## src/rtl/acc_job_arbiter_if.sv

```systemverilog
// Stream bundle between the job arbiter, its requesters and the shared accelerator.
// The master modport is the arbiter's view; the slave modport is the environment's view.
interface acc_job_arbiter_if #(
  parameter int unsigned NUM_REQ = 4,
  parameter int unsigned DATA_W  = 64
);
  logic [NUM_REQ-1:0]        req_valid;
  logic [NUM_REQ*DATA_W-1:0] req_data;
  logic [NUM_REQ-1:0]        req_ready;
  logic [NUM_REQ-1:0]        rsp_valid;
  logic [DATA_W-1:0]         rsp_data;
  logic [NUM_REQ-1:0]        rsp_ready;
  logic                      acc_in_valid;
  logic [DATA_W-1:0]         acc_in_data;
  logic                      acc_in_ready;
  logic                      acc_out_valid;
  logic [DATA_W-1:0]         acc_out_data;
  logic                      acc_out_ready;

  modport master (
    input  req_valid, req_data, rsp_ready, acc_in_ready, acc_out_valid, acc_out_data,
    output req_ready, rsp_valid, rsp_data, acc_in_valid, acc_in_data, acc_out_ready
  );

  modport slave (
    output req_valid, req_data, rsp_ready, acc_in_ready, acc_out_valid, acc_out_data,
    input  req_ready, rsp_valid, rsp_data, acc_in_valid, acc_in_data, acc_out_ready
  );
endinterface

```

## src/rtl/acc_job_arbiter.sv

```systemverilog
// Job-granular round-robin arbiter sharing one accelerator among NUM_REQ requesters.
// A grant covers a whole job: in_ratio input beats, then out_ratio output beats.
// Optional drain watchdog enabled by defining ACC_ARB_TIMEOUT_EN.
module acc_job_arbiter #(
  parameter int unsigned NUM_REQ        = 4,
  parameter int unsigned DATA_W         = 64,
  parameter int unsigned CNT_W          = 16,
  parameter int unsigned TIMEOUT_CYCLES = 1024
) (
  input  logic                       clk,
  input  logic                       rst_n,
  input  logic [CNT_W-1:0]           in_ratio,
  input  logic [CNT_W-1:0]           out_ratio,
  acc_job_arbiter_if.master          bus,
  output logic [$clog2(NUM_REQ)-1:0] grant_id,
  output logic                       busy,
  output logic                       timeout_err
);

  localparam int unsigned ID_W = $clog2(NUM_REQ);

  typedef enum logic [1:0] {
    S_IDLE  = 2'd0,
    S_FEED  = 2'd1,
    S_DRAIN = 2'd2
  } state_e;

  state_e           state_q;
  state_e           state_d;
  logic [ID_W-1:0]  grant_q;
  logic [ID_W-1:0]  rr_ptr_q;
  logic [ID_W-1:0]  rr_ptr_next;
  logic [ID_W-1:0]  pick;
  logic             pick_found;
  logic [CNT_W-1:0] in_ratio_q;
  logic [CNT_W-1:0] out_ratio_q;
  logic [CNT_W-1:0] in_cnt_q;
  logic [CNT_W-1:0] out_cnt_q;
  logic [CNT_W-1:0] in_cnt_next;
  logic [CNT_W-1:0] out_cnt_next;
  logic             in_hs;
  logic             out_hs;
  logic             feed_open;
  logic             drain_open;
  logic             feed_done;
  logic             drain_done;
  logic             wdog_abort;

  if (NUM_REQ < 2 || NUM_REQ > 16 || TIMEOUT_CYCLES < 1) begin : g_param_chk
    $error("acc_job_arbiter: illegal parameter value");
  end

  // First valid requester at or above rr_ptr, with wrap-around
  always_comb begin
    int unsigned idx;
    idx        = 0;
    pick       = rr_ptr_q;
    pick_found = 1'b0;
    for (int unsigned i = 0; i < NUM_REQ; i++) begin
      idx = (32'(rr_ptr_q) + i) % NUM_REQ;
      if (!pick_found && bus.req_valid[ID_W'(idx)]) begin
        pick       = ID_W'(idx);
        pick_found = 1'b1;
      end
    end
  end

  // Beat accounting; a counter equal to its ratio closes the beat window (covers ratio 0)
  assign feed_open    = (in_cnt_q != in_ratio_q);
  assign drain_open   = (out_cnt_q != out_ratio_q);
  assign in_hs        = bus.acc_in_valid && bus.acc_in_ready;
  assign out_hs       = bus.acc_out_valid && bus.acc_out_ready;
  assign in_cnt_next  = in_cnt_q + CNT_W'(in_hs);
  assign out_cnt_next = out_cnt_q + CNT_W'(out_hs);
  assign feed_done    = (in_cnt_next == in_ratio_q);
  assign drain_done   = (out_cnt_next == out_ratio_q);
  assign rr_ptr_next  = (grant_q == ID_W'(NUM_REQ - 1)) ? '0 : grant_q + ID_W'(1);

`ifdef ACC_ARB_TIMEOUT_EN
  localparam int unsigned WDOG_W = $clog2(TIMEOUT_CYCLES + 1);
  logic [WDOG_W-1:0] wdog_q;

  // Drain watchdog: zero outside S_DRAIN and after each output handshake
  always_ff @(posedge clk) begin
    if (!rst_n) begin
      wdog_q <= '0;
    end else if (state_q != S_DRAIN || out_hs) begin
      wdog_q <= '0;
    end else begin
      wdog_q <= wdog_q + WDOG_W'(1);
    end
  end

  assign wdog_abort = (state_q == S_DRAIN) && !out_hs && !drain_done &&
                      (wdog_q == WDOG_W'(TIMEOUT_CYCLES - 1));
`else
  assign wdog_abort = 1'b0;
`endif

  // State register
  always_ff @(posedge clk) begin
    if (!rst_n) begin
      state_q <= S_IDLE;
    end else begin
      state_q <= state_d;
    end
  end

  // Next-state logic
  always_comb begin
    state_d = state_q;
    case (state_q)
      S_IDLE:  if (pick_found) state_d = S_FEED;
      S_FEED:  if (feed_done) state_d = S_DRAIN;
      S_DRAIN: if (drain_done || wdog_abort) state_d = S_IDLE;
      default: state_d = S_IDLE;
    endcase
  end

  // Job context: grant, latched ratios, beat counters, round-robin pointer
  always_ff @(posedge clk) begin
    if (!rst_n) begin
      grant_q     <= '0;
      rr_ptr_q    <= '0;
      in_ratio_q  <= '0;
      out_ratio_q <= '0;
      in_cnt_q    <= '0;
      out_cnt_q   <= '0;
    end else begin
      case (state_q)
        S_IDLE: begin
          if (pick_found) begin
            grant_q     <= pick;
            in_ratio_q  <= in_ratio;
            out_ratio_q <= out_ratio;
            in_cnt_q    <= '0;
            out_cnt_q   <= '0;
          end
        end
        S_FEED: in_cnt_q <= in_cnt_next;
        S_DRAIN: begin
          out_cnt_q <= out_cnt_next;
          if (drain_done || wdog_abort) rr_ptr_q <= rr_ptr_next;
        end
        default: ;
      endcase
    end
  end

  // Stream routing for the granted requester; everything else held off
  always_comb begin
    bus.req_ready     = '0;
    bus.rsp_valid     = '0;
    bus.acc_in_valid  = 1'b0;
    bus.acc_out_ready = 1'b0;
    bus.acc_in_data   = bus.req_data[32'(grant_q) * DATA_W +: DATA_W];
    bus.rsp_data      = bus.acc_out_data;
    busy              = (state_q != S_IDLE);
    case (state_q)
      S_FEED: begin
        bus.acc_in_valid       = bus.req_valid[grant_q] && feed_open;
        bus.req_ready[grant_q] = bus.acc_in_ready && feed_open;
      end
      S_DRAIN: begin
        bus.rsp_valid[grant_q] = bus.acc_out_valid && drain_open;
        bus.acc_out_ready      = bus.rsp_ready[grant_q] && drain_open;
      end
      default: ;
    endcase
  end

  assign grant_id    = grant_q;
  assign timeout_err = wdog_abort;

endmodule

```

## src/flat_wrapper.sv

```systemverilog
// flat-port wrapper written by rule: the top's interface ports become plain ports
module acc_job_arbiter_flat 
#(
  parameter int unsigned NUM_REQ        = 4,
  parameter int unsigned DATA_W         = 64,
  parameter int unsigned CNT_W          = 16,
  parameter int unsigned TIMEOUT_CYCLES = 1024
)
  (clk, rst_n, in_ratio, out_ratio, grant_id, busy, timeout_err, bus_req_valid, bus_req_data, bus_rsp_ready, bus_acc_in_ready, bus_acc_out_valid, bus_acc_out_data, bus_req_ready, bus_rsp_valid, bus_rsp_data, bus_acc_in_valid, bus_acc_in_data, bus_acc_out_ready);
  acc_job_arbiter_if #(.NUM_REQ(NUM_REQ), .DATA_W(DATA_W)) bus_i ();
  input  logic clk;
  input  logic rst_n;
  input  logic [CNT_W-1:0] in_ratio;
  input  logic [CNT_W-1:0] out_ratio;
  output logic [$clog2(NUM_REQ)-1:0] grant_id;
  output logic busy;
  output logic timeout_err;
  input wire logic [$bits(bus_i.req_valid)-1:0] bus_req_valid;
  input wire logic [$bits(bus_i.req_data)-1:0] bus_req_data;
  input wire logic [$bits(bus_i.rsp_ready)-1:0] bus_rsp_ready;
  input wire logic [$bits(bus_i.acc_in_ready)-1:0] bus_acc_in_ready;
  input wire logic [$bits(bus_i.acc_out_valid)-1:0] bus_acc_out_valid;
  input wire logic [$bits(bus_i.acc_out_data)-1:0] bus_acc_out_data;
  output wire logic [$bits(bus_i.req_ready)-1:0] bus_req_ready;
  output wire logic [$bits(bus_i.rsp_valid)-1:0] bus_rsp_valid;
  output wire logic [$bits(bus_i.rsp_data)-1:0] bus_rsp_data;
  output wire logic [$bits(bus_i.acc_in_valid)-1:0] bus_acc_in_valid;
  output wire logic [$bits(bus_i.acc_in_data)-1:0] bus_acc_in_data;
  output wire logic [$bits(bus_i.acc_out_ready)-1:0] bus_acc_out_ready;
  assign bus_i.req_valid = bus_req_valid;
  assign bus_i.req_data = bus_req_data;
  assign bus_i.rsp_ready = bus_rsp_ready;
  assign bus_i.acc_in_ready = bus_acc_in_ready;
  assign bus_i.acc_out_valid = bus_acc_out_valid;
  assign bus_i.acc_out_data = bus_acc_out_data;
  assign bus_req_ready = bus_i.req_ready;
  assign bus_rsp_valid = bus_i.rsp_valid;
  assign bus_rsp_data = bus_i.rsp_data;
  assign bus_acc_in_valid = bus_i.acc_in_valid;
  assign bus_acc_in_data = bus_i.acc_in_data;
  assign bus_acc_out_ready = bus_i.acc_out_ready;
  acc_job_arbiter #(.NUM_REQ(NUM_REQ), .DATA_W(DATA_W), .CNT_W(CNT_W), .TIMEOUT_CYCLES(TIMEOUT_CYCLES)) u_core (.clk(clk), .rst_n(rst_n), .in_ratio(in_ratio), .out_ratio(out_ratio), .bus(bus_i), .grant_id(grant_id), .busy(busy), .timeout_err(timeout_err));
endmodule
```

## config.mk

```make
export PLATFORM = sky130hd
export DESIGN_NAME = acc_job_arbiter_flat
export DESIGN_NICKNAME = d
export VERILOG_FILES = /design/src/rtl/acc_job_arbiter_if.sv /design/src/rtl/acc_job_arbiter.sv /design/src/flat_wrapper.sv
export SDC_FILE = /design/constraint.sdc
export NUM_CORES = 1
export LEC_CHECK = 0
export BUFFER_PORTS_ARGS = -buffer_cell sky130_fd_sc_hd__buf_2
export CORE_AREA = 2 2 199 201
export DETAILED_ROUTE_END_ITERATION = 6
export DIE_AREA = 0 0 201 203
export SETUP_SLACK_MARGIN = 0.15
export SYNTH_ARGS = -nofsm -noshare
export SYNTH_HDL_FRONTEND = slang
export SYNTH_SLANG_ARGS = --single-unit
```

## constraint.sdc

```tcl
create_clock -name clk -period 5.1 [get_ports clk]
set_clock_uncertainty 0.2 [all_clocks]
set_input_delay 0.765 -clock clk [delete_from_list [all_inputs] [get_ports clk]]
set_output_delay 0.765 -clock clk [all_outputs]
set_load 0.01 [all_outputs]
```

==> results of run 1 <==
## layout make-up
type	count	area share
diodes	1	0.000289
clock buffers	11	0.0292
clock inverters	5	0.00939
inverters	11	0.00477
multi-input cells	519	0.495
flip-flops and latches	70	0.163
well taps	518	0.0748
repair buffers	384	0.224
## report_power, final
| part | internal (mW) | switching [mW] |
|---|---|---|
| logic | 0.389 | 0.445 |
| clock network | 0.455 | 0.248 |
| registers | 0.592 | 0.0520 |
| total | 1.44 | 0.745 |
## cells in the mapped netlist (2+ instances only)
master	count
sky130_fd_sc_hd__nand2_1	94
sky130_fd_sc_hd__dfxtp_1	70
sky130_fd_sc_hd__mux4_2	66
sky130_fd_sc_hd__buf_4	65
sky130_fd_sc_hd__a21boi_0	38
sky130_fd_sc_hd__xnor2_1	38
sky130_fd_sc_hd__clkbuf_1	36
sky130_fd_sc_hd__nor2_1	34
sky130_fd_sc_hd__a21oi_1	30
sky130_fd_sc_hd__o21ai_0	23
sky130_fd_sc_hd__nand3_1	22
sky130_fd_sc_hd__nand4_1	19
sky130_fd_sc_hd__xor2_1	18
sky130_fd_sc_hd__and3_1	16
sky130_fd_sc_hd__nor3_1	14
sky130_fd_sc_hd__and2_1	11
sky130_fd_sc_hd__inv_1	11
sky130_fd_sc_hd__nor4_1	10
sky130_fd_sc_hd__nor2b_1	9
sky130_fd_sc_hd__ha_1	8
sky130_fd_sc_hd__and4_1	7
sky130_fd_sc_hd__buf_1	7
sky130_fd_sc_hd__or3_1	7
sky130_fd_sc_hd__mux2i_1	6
sky130_fd_sc_hd__nand2b_1	6
sky130_fd_sc_hd__buf_2	5
sky130_fd_sc_hd__a21o_1	4
sky130_fd_sc_hd__a31oi_1	3
sky130_fd_sc_hd__buf_6	3
sky130_fd_sc_hd__o31ai_1	3
sky130_fd_sc_hd__o41ai_1	3
sky130_fd_sc_hd__or4_1	3
sky130_fd_sc_hd__a31o_2	2
sky130_fd_sc_hd__nor3b_1	2
sky130_fd_sc_hd__o211ai_1	2
sky130_fd_sc_hd__o221ai_1	2
## worst min-delay path: cells and delay by family, from the launching register on
family           cells  cell delay (ns)
AO/OA/AOI/OAI        1             0.06
AND/OR/NAND/NOR      1             0.05
flip-flops           1             0.32
## registers in the layout, summed over array words and instances, names as in the netlist
name / flops
u_core.grant_id: 2
u_core.state_q: 2
u_core.rr_ptr_q: 2
u_core.out_ratio_q: 16
u_core.in_ratio_q: 16
u_core.out_cnt_q: 16
u_core.in_cnt_q: 16
## routing by layer
layer | global-route usage | vias to the layer above | wire length [um] | part of all wire
met4 | 0.0190 | 2 | 400 | 0.012
met3 | 0.0933 | 39 | 5010 | 0.16
met2 | 0.228 | 393 | 14200 | 0.44
li1 | - | 3107 | - | -
met5 | 0.0238 | - | 131 | 0.0041
met1 | 0.174 | 3251 | 12400 | 0.39
## kinds of logic (layout without fill, tap and decap cells)
| family | count (synthesis) | in the layout |
|---|---|---|
| simple gates | 260 | 260 |
| buf+inv | 129 | 411 |
| compound gates | 119 | 119 |
| mux | 73 | 73 |
| flops | 70 | 70 |
| xor+xnor | 58 | 58 |
| fa+ha+maj | 8 | 8 |
| other cells | 1 | 2 |
## metrics by stage
| step | instances | hold WS [ns] | cell area [um2] | setup slack [ns] | total power, mW |
|---|---|---|---|---|---|
| floorplan | 718 | 0.252 | 6440 | 1.36 | 1.19 |
| global placement | 1502 | 0.267 | 8320 | 1.05 | 1.48 |
| CTS | 1518 | 0.280 | 8660 | 0.919 | 2.20 |
| global route | 1519 | 0.306 | 8660 | 0.549 | 2.29 |
| detailed placement | 1502 | 0.273 | 8320 | 0.936 | 1.49 |
| finish | 1519 | 0.275 | 8660 | 0.848 | 2.18 |
## worst max path at each step
| stage | from | end | slack [ns] | cells after the start |
|---|---|---|---|---|
| 6_report | u_core.out_cnt_q[9] | u_core.rr_ptr_q[1] | 0.85 | 13 |
| 5_1_grt | u_core.out_cnt_q[9] | u_core.rr_ptr_q[1] | 0.55 | 13 |
| 4_1_cts | u_core.out_cnt_q[9] | u_core.rr_ptr_q[1] | 0.92 | 13 |
| 3_5_place_dp | u_core.out_cnt_q[9] | u_core.rr_ptr_q[1] | 0.94 | 13 |
| 3_3_place_gp | bus_req_valid[3] | u_core.state_q[1] | 1.05 | 11 |
| 2_1_floorplan | bus_req_valid[3] | u_core.state_q[1] | 1.36 | 11 |
==> run_summary.xml, run 1 <==
<?xml version="1.0" encoding="UTF-8"?>
<metrics>
  <group name="global_route">
    <metric name="grt_antenna_before_repair" unit="">15</metric>
    <metric name="largest_net_degree_at_the_start_of_global_routing" unit="">70</metric>
    <metric name="via_count_of_the_first_global_routing_pass" unit="">6444</metric>
    <metric name="globalRouteTotalUtil" unit="">0.147</metric>
    <metric name="total_gr_overflow" unit="">0</metric>
    <metric name="global_route_wire_length_before_repair" unit="mm">44.2</metric>
  </group>
  <group name="timing">
    <metric name="slew_violations" unit="">0</metric>
    <metric name="totalNegativeSetupSlack" unit="ns">0</metric>
    <metric name="timing_worst_slew_pin_value" unit="ns">0.974</metric>
    <metric name="layout_min_cycle_time" unit="ns">4.25</metric>
    <metric name="hold_violations" unit="">0</metric>
    <metric name="layout_worst_path_cycle_share" unit="">0.834</metric>
    <metric name="finalSetupViolCount" unit="">0</metric>
    <metric name="fmax" unit="MHz">235</metric>
    <metric name="unrepaired_setup_endpoints_after_global_routing" unit="">false</metric>
    <metric name="maxSlewHeadroom" unit="">0.351</metric>
  </group>
  <group name="synth">
    <metric name="multiplexer_area_fraction_after_synthesis" unit="">0.242</metric>
    <metric name="synth_simple_gate_area_share" unit="">0.203</metric>
    <metric name="share_of_the_synthesized_area_in_the_top_cell_type" unit="">0.231</metric>
    <metric name="synth.largest_area_cell" unit="">sky130_fd_sc_hd__mux4_2</metric>
    <metric name="main_combinational_cell_family_by_area_after_synthesis" unit="">multiplexers</metric>
    <metric name="synth.net_count" unit="">1090</metric>
    <metric name="syn-instance-count" unit="">718</metric>
    <metric name="yosys-top-cells-area" unit="">sky130_fd_sc_hd__mux4_2 23%, sky130_fd_sc_hd__dfxtp_1 22%, sky130_fd_sc_hd__buf_4 7.6%</metric>
    <metric name="post_synthesis_compound_gate_area_fraction" unit="">0.121</metric>
    <metric name="synth_adder_area_share" unit="">0.0155</metric>
    <metric name="ys.flop_type" unit="">sky130_fd_sc_hd__dfxtp_1</metric>
    <metric name="syn_avg_cell_area" unit="um2">8.97</metric>
    <metric name="synth_xor_area_frac" unit="">0.0829</metric>
    <metric name="synth-seq-area-share" unit="">0.217</metric>
    <metric name="synth_seq_cells" unit="">70</metric>
    <metric name="post_synthesis_async_set_or_reset_flop_share" unit="">0</metric>
    <metric name="synth_edf_count" unit="">0</metric>
    <metric name="synth_cell_type_count" unit="">57</metric>
    <metric name="yosysWarnings" unit="">0</metric>
    <metric name="syn_area" unit="um2">6440</metric>
  </group>
  <group name="cts">
    <metric name="clkLatencyLatePin" unit="ns">0.33</metric>
    <metric name="tritoncts_num_sinks" unit="">70</metric>
    <metric name="cts_buffers" unit="">9</metric>
    <metric name="clk_pin_slew" unit="ns">0.06</metric>
    <metric name="cts_repair_resize_count" unit="">0</metric>
    <metric name="clock-root-buffer" unit="">sky130_fd_sc_hd__clkbuf_16</metric>
    <metric name="hold_buffers" unit="">0</metric>
    <metric name="max-clock-path-buffers" unit="">2</metric>
    <metric name="post_cts_buffers" unit="">0</metric>
    <metric name="clock_tree_from_tritoncts" unit="">built</metric>
    <metric name="htree_levels" unit="">3</metric>
  </group>
  <group name="cells_and_area">
    <metric name="layout_commonest_cell" unit="">sky130_fd_sc_hd__buf_2</metric>
    <metric name="fillerInstances" unit="">4255</metric>
    <metric name="final_util" unit="">0.225</metric>
    <metric name="area_growth_syn_to_fin" unit="%">34.4</metric>
    <metric name="finalNetCount" unit="">1367</metric>
    <metric name="area.sequential" unit="um2">1410</metric>
    <metric name="multi_input_gate_area" unit="um2">4280</metric>
    <metric name="most_used_cells_in_the_layout_excluding_fill_and_tap_cells" unit="">376 x sky130_fd_sc_hd__buf_2, 94 x sky130_fd_sc_hd__nand2_1, 68 x sky130_fd_sc_hd__dfxtp_1, 66 x sky130_fd_sc_hd__mux4_2</metric>
    <metric name="drive_above_1_share" unit="">0.479</metric>
  </group>
  <group name="route">
    <metric name="routed_wl" unit="mm">32.2</metric>
    <metric name="dr_wl_cell" unit="um">21.2</metric>
    <metric name="post-route-drc-count" unit="">0</metric>
    <metric name="routed-via-count" unit="">6792</metric>
    <metric name="detailedRoute.firstPassIterationCount" unit="">6</metric>
    <metric name="drt_via_density" unit="">4.47</metric>
    <metric name="route.antenna.remaining_nets" unit="">0</metric>
    <metric name="drt_iter0_drc" unit="">477</metric>
  </group>
  <group name="worst_setup_path">
    <metric name="worst_setup_path_start_kind" unit="">flip-flop</metric>
    <metric name="timing.critical_path.arrival" unit="ns">4.32</metric>
    <metric name="r2r-end" unit="">u_core.rr_ptr_q[1]</metric>
    <metric name="critical_path.max_fanout" unit="">10</metric>
    <metric name="regToRegStartpoint" unit="">u_core.out_cnt_q[9]</metric>
    <metric name="worstPathCellList" unit="">xor2_1 -&gt; nand2b_1 -&gt; nor4_1 -&gt; a21oi_1 -&gt; and3_1 -&gt; ha_1 -&gt; and4_1 -&gt; nand2_1 -&gt; nor4_1 -&gt; mux2_2 -&gt; nand4_1 -&gt; nor3_1 -&gt; mux2i_1</metric>
    <metric name="worstSetupEndpointType" unit="">flip-flop</metric>
    <metric name="worst_ep_required_time" unit="ns">5.16</metric>
    <metric name="r2r_slack" unit="ns">0.85</metric>
    <metric name="slowest_stage" unit="">sky130_fd_sc_hd__dfxtp_1</metric>
    <metric name="number_of_buffer_and_inverter_stages_on_the_critical_path" unit="">0</metric>
    <metric name="worstRegToRegCells" unit="">13</metric>
    <metric name="cp_slowest_stage_delay" unit="ns">0.54</metric>
    <metric name="worst-setup-path-type" unit="">flip-flop to flip-flop</metric>
    <metric name="cp_dominant_cell_by_count" unit="">sky130_fd_sc_hd__nor4_1</metric>
    <metric name="timing.critical_path.max_delay_family" unit="">simple AND/OR/NAND/NOR gates</metric>
  </group>
  <group name="floorplan">
    <metric name="io-pin-count" unit="">506</metric>
    <metric name="start_util" unit="">0.168</metric>
    <metric name="floorplan.rows" unit="">72</metric>
    <metric name="dieWidth" unit="um">201</metric>
    <metric name="core_region_area" unit="um2">38500</metric>
    <metric name="dieArea" unit="um2">40800</metric>
    <metric name="die_span_in_y" unit="um">203</metric>
  </group>
  <group name="place">
    <metric name="dp_hpwl" unit="mm">27.7</metric>
    <metric name="io_buffer_count" unit="">376</metric>
    <metric name="place.gp.congestion" unit="">0.907</metric>
  </group>
  <group name="min_path">
    <metric name="worstHoldPathCells" unit="">2</metric>
    <metric name="hold_end" unit="">u_core.in_ratio_q[10]</metric>
    <metric name="holdCritStartpoint" unit="">u_core.in_ratio_q[10]</metric>
    <metric name="min-delay-path-class" unit="">flip-flop to flip-flop</metric>
  </group>
  <group name="power">
    <metric name="p_per_area" unit="nW/um2">252</metric>
    <metric name="vdd.ir_drop.worst" unit="uV">163</metric>
    <metric name="leakage" unit="nW">3.59</metric>
  </group>
  <group name="run_status">
    <metric name="run_status" unit="">finished, final reports clean</metric>
  </group>
  <group name="run">
    <metric name="max_cap_viol_count" unit="">0</metric>
  </group>
</metrics>
No activity file was read; power rests on OpenSTA's default activity.
==> inputs of run 2 (changes only) <==
Settings changed: CORE_AREA 2 2 199 201 to 2 2 197 199, DIE_AREA 0 0 201 203 to 0 0 199 201.
Clock period 5.1 ns to 3.55 ns, I/O delays scaled along.
==> run_summary.xml, run 2 (synthesis results as in run 1) <==
<?xml version="1.0" encoding="UTF-8"?>
<metrics>
  <group name="power">
    <metric name="vdd.ir_drop.worst" unit="uV">219</metric>
    <metric name="p_per_area" unit="nW/um2">339</metric>
    <metric name="leakage" unit="nW">3.96</metric>
  </group>
  <group name="cells_and_area">
    <metric name="drive_above_1_share" unit="">0.548</metric>
    <metric name="layout_commonest_cell" unit="">sky130_fd_sc_hd__buf_2</metric>
    <metric name="most_used_cells_in_the_layout_excluding_fill_and_tap_cells" unit="">376 x sky130_fd_sc_hd__buf_2, 94 x sky130_fd_sc_hd__nand2_1, 75 x sky130_fd_sc_hd__buf_4, 66 x sky130_fd_sc_hd__mux4_2, 62 x sky130_fd_sc_hd__dfxtp_1</metric>
    <metric name="final_util" unit="">0.247</metric>
    <metric name="layoutNonFillerInstCount" unit="">1593</metric>
    <metric name="finalNetCount" unit="">1436</metric>
    <metric name="area_growth_syn_to_fin" unit="%">46.0</metric>
  </group>
  <group name="global_route">
    <metric name="largest_net_degree_at_the_start_of_global_routing" unit="">59</metric>
    <metric name="total_gr_overflow" unit="">0</metric>
    <metric name="gr-max-usage-layer" unit="">met2</metric>
    <metric name="grt_antenna_before_repair" unit="">16</metric>
    <metric name="globalRouteTotalUtil" unit="">0.187</metric>
    <metric name="grt_use_met3" unit="">0.0818</metric>
    <metric name="via_count_of_the_first_global_routing_pass" unit="">7112</metric>
    <metric name="global_route_wire_length_before_repair" unit="mm">52.6</metric>
    <metric name="gr-usage-met2" unit="">0.303</metric>
    <metric name="global_route.usage.met1" unit="">0.224</metric>
  </group>
  <group name="place">
    <metric name="io_buffer_count" unit="">376</metric>
    <metric name="dp_hpwl" unit="mm">34.4</metric>
    <metric name="place.gp.congestion" unit="">1.04</metric>
    <metric name="dp.cells" unit="">1567</metric>
  </group>
  <group name="worst_setup_path">
    <metric name="timing.critical_path.arrival" unit="ns">3.45</metric>
    <metric name="worst-setup-path-type" unit="">flip-flop to flip-flop</metric>
    <metric name="regToRegStartpoint" unit="">u_core.in_ratio_q[7]</metric>
    <metric name="worstSetupEndpointType" unit="">flip-flop</metric>
    <metric name="cp-startpoint" unit="">u_core.in_ratio_q[7]</metric>
    <metric name="worst_setup_path_start_kind" unit="">flip-flop</metric>
    <metric name="critical_path.max_fanout" unit="">4</metric>
    <metric name="worst_ep_required_time" unit="ns">3.63</metric>
  </group>
  <group name="floorplan">
    <metric name="die_span_in_y" unit="um">201</metric>
    <metric name="core_region_area" unit="um2">38100</metric>
    <metric name="io-pin-count" unit="">506</metric>
    <metric name="start_util" unit="">0.169</metric>
    <metric name="dieWidth" unit="um">199</metric>
    <metric name="floorplan.rows" unit="">72</metric>
    <metric name="dieArea" unit="um2">40000</metric>
  </group>
  <group name="timing">
    <metric name="maxSlewHeadroom" unit="">0.495</metric>
    <metric name="hold_violations" unit="">0</metric>
    <metric name="layout_worst_path_cycle_share" unit="">0.949</metric>
    <metric name="layout_min_cycle_time" unit="ns">3.37</metric>
    <metric name="timing_worst_slew_pin_value" unit="ns">0.758</metric>
    <metric name="slew_violations" unit="">0</metric>
    <metric name="finalSetupViolCount" unit="">0</metric>
    <metric name="unrepaired_setup_endpoints_after_global_routing" unit="">true</metric>
    <metric name="fmax" unit="MHz">297</metric>
    <metric name="totalNegativeSetupSlack" unit="ns">0</metric>
  </group>
  <group name="run_status">
    <metric name="run_status" unit="">finished, final reports clean</metric>
  </group>
  <group name="min_path">
    <metric name="min-delay-path-class" unit="">input pin to flip-flop</metric>
    <metric name="holdCritStartpoint" unit="">in_ratio[10]</metric>
  </group>
  <group name="cts">
    <metric name="max-clock-path-buffers" unit="">2</metric>
    <metric name="htree_levels" unit="">3</metric>
    <metric name="clock_tree_from_tritoncts" unit="">built</metric>
    <metric name="clkLatencyLatePin" unit="ns">0.35</metric>
    <metric name="clk_pin_slew" unit="ns">0.05</metric>
    <metric name="hold_buffers" unit="">0</metric>
    <metric name="tritoncts_num_sinks" unit="">70</metric>
    <metric name="clock-root-buffer" unit="">sky130_fd_sc_hd__clkbuf_16</metric>
    <metric name="cts_buffers" unit="">9</metric>
  </group>
  <group name="route">
    <metric name="drt_iter0_drc" unit="">497</metric>
    <metric name="routed_wl" unit="mm">39.4</metric>
    <metric name="route.antenna.remaining_nets" unit="">0</metric>
    <metric name="detailedRoute.firstPassIterationCount" unit="">6</metric>
    <metric name="dr_wl_cell" unit="um">24.7</metric>
    <metric name="post-route-drc-count" unit="">0</metric>
    <metric name="drt_via_density" unit="">4.54</metric>
    <metric name="routed-via-count" unit="">7238</metric>
  </group>
  <group name="run">
    <metric name="max_cap_viol_count" unit="">0</metric>
  </group>
</metrics>
run 2: cell types whose count changed in the layout (fill, tap and decap cells not counted), moves of 4 or more:
cell | before | now
sky130_fd_sc_hd__buf_4 | 8 | 75
sky130_fd_sc_hd__xnor2_2 | 1 | 8
sky130_fd_sc_hd__diode_2 | 1 | 8
sky130_fd_sc_hd__dfxtp_1 | 68 | 62
sky130_fd_sc_hd__xnor2_1 | 38 | 31
sky130_fd_sc_hd__ha_1 | 8 | 4
sky130_fd_sc_hd__xor2_2 | 0 | 7
sky130_fd_sc_hd__xor2_1 | 18 | 11
sky130_fd_sc_hd__dfxtp_2 | 0 | 6
run 2: stage by stage:
| stage | instance area [um2] | worst slack (ns) | hold WS, ns | power (mW) |
|---|---|---|---|---|
| final | 9410 | 0.181 | 0.239 | 3.19 |
| after global routing | 9400 | 0.0845 | 0.251 | 3.36 |
| after CTS | 9260 | 0.156 | 0.239 | 3.20 |
| after detailed placement | 8860 | -0.122 | 0.272 | 2.33 |
| after global placement | 8860 | -0.166 | 0.269 | 2.33 |
| after floorplan | 6500 | 0.0925 | 0.252 | 1.72 |
run 2: layout make-up:
class                           count  area, um2
Clock inverter                      2       10.0
Inverter                           11       41.3
Antenna cell                        8       20.0
Sequential cell                    70       1420
Tap cell                          518        648
Timing Repair Buffer              453       2470
Multi-Input combinational cell    519       4540
Fill cell                        4177      28700
Clock buffer                       12        256
run 2: critical path, cell delays in order (launching register included):
cell                      delay [ns]
sky130_fd_sc_hd__dfxtp_2        0.34
sky130_fd_sc_hd__xor2_2         0.19
sky130_fd_sc_hd__nor4_4         0.31
sky130_fd_sc_hd__a31oi_2        0.13
sky130_fd_sc_hd__and3_4         0.22
sky130_fd_sc_hd__ha_4           0.18
sky130_fd_sc_hd__and3_4         0.20
sky130_fd_sc_hd__nor4b_2        0.21
sky130_fd_sc_hd__nand2_1        0.08
sky130_fd_sc_hd__o311a_1        0.11
sky130_fd_sc_hd__or4_4          0.53
sky130_fd_sc_hd__or4_4          0.49
sky130_fd_sc_hd__o21ai_2        0.11
run 2: where the power goes:
group | internal, mW | switching, mW
Clock | 0.501 | 0.335
Sequential | 0.851 | 0.0655
Combinational | 0.648 | 0.791
Total | 2.00 | 1.19
run 2: path summary, 6_finish.rpt:
path                            end  slack [ns]  cells past startpoint
max               u_core.state_q[1]        0.18                     12
min reg2reg  u_core.out_ratio_q[14]        0.29                      2
min           u_core.in_ratio_q[10]        0.24                      3
max reg2reg       u_core.state_q[1]        0.18                     12
run 2: timing repair:
| item | in CTS | in global routing |
|---|---|---|
| setup endpoints to repair | 31 | 5 |
| gates resized for setup | 23 | 20 |
| pin swaps | 7 | 14 |
| buffers inserted | 1 | 3 |
run 2: per-layer routing:
layer  part of all wire  vias to the layer above
li1                   -                     3254
met1               0.39                     3551
met2               0.47                      387
met3               0.12                       36
met4              0.021                       10
met5             0.0015                        -
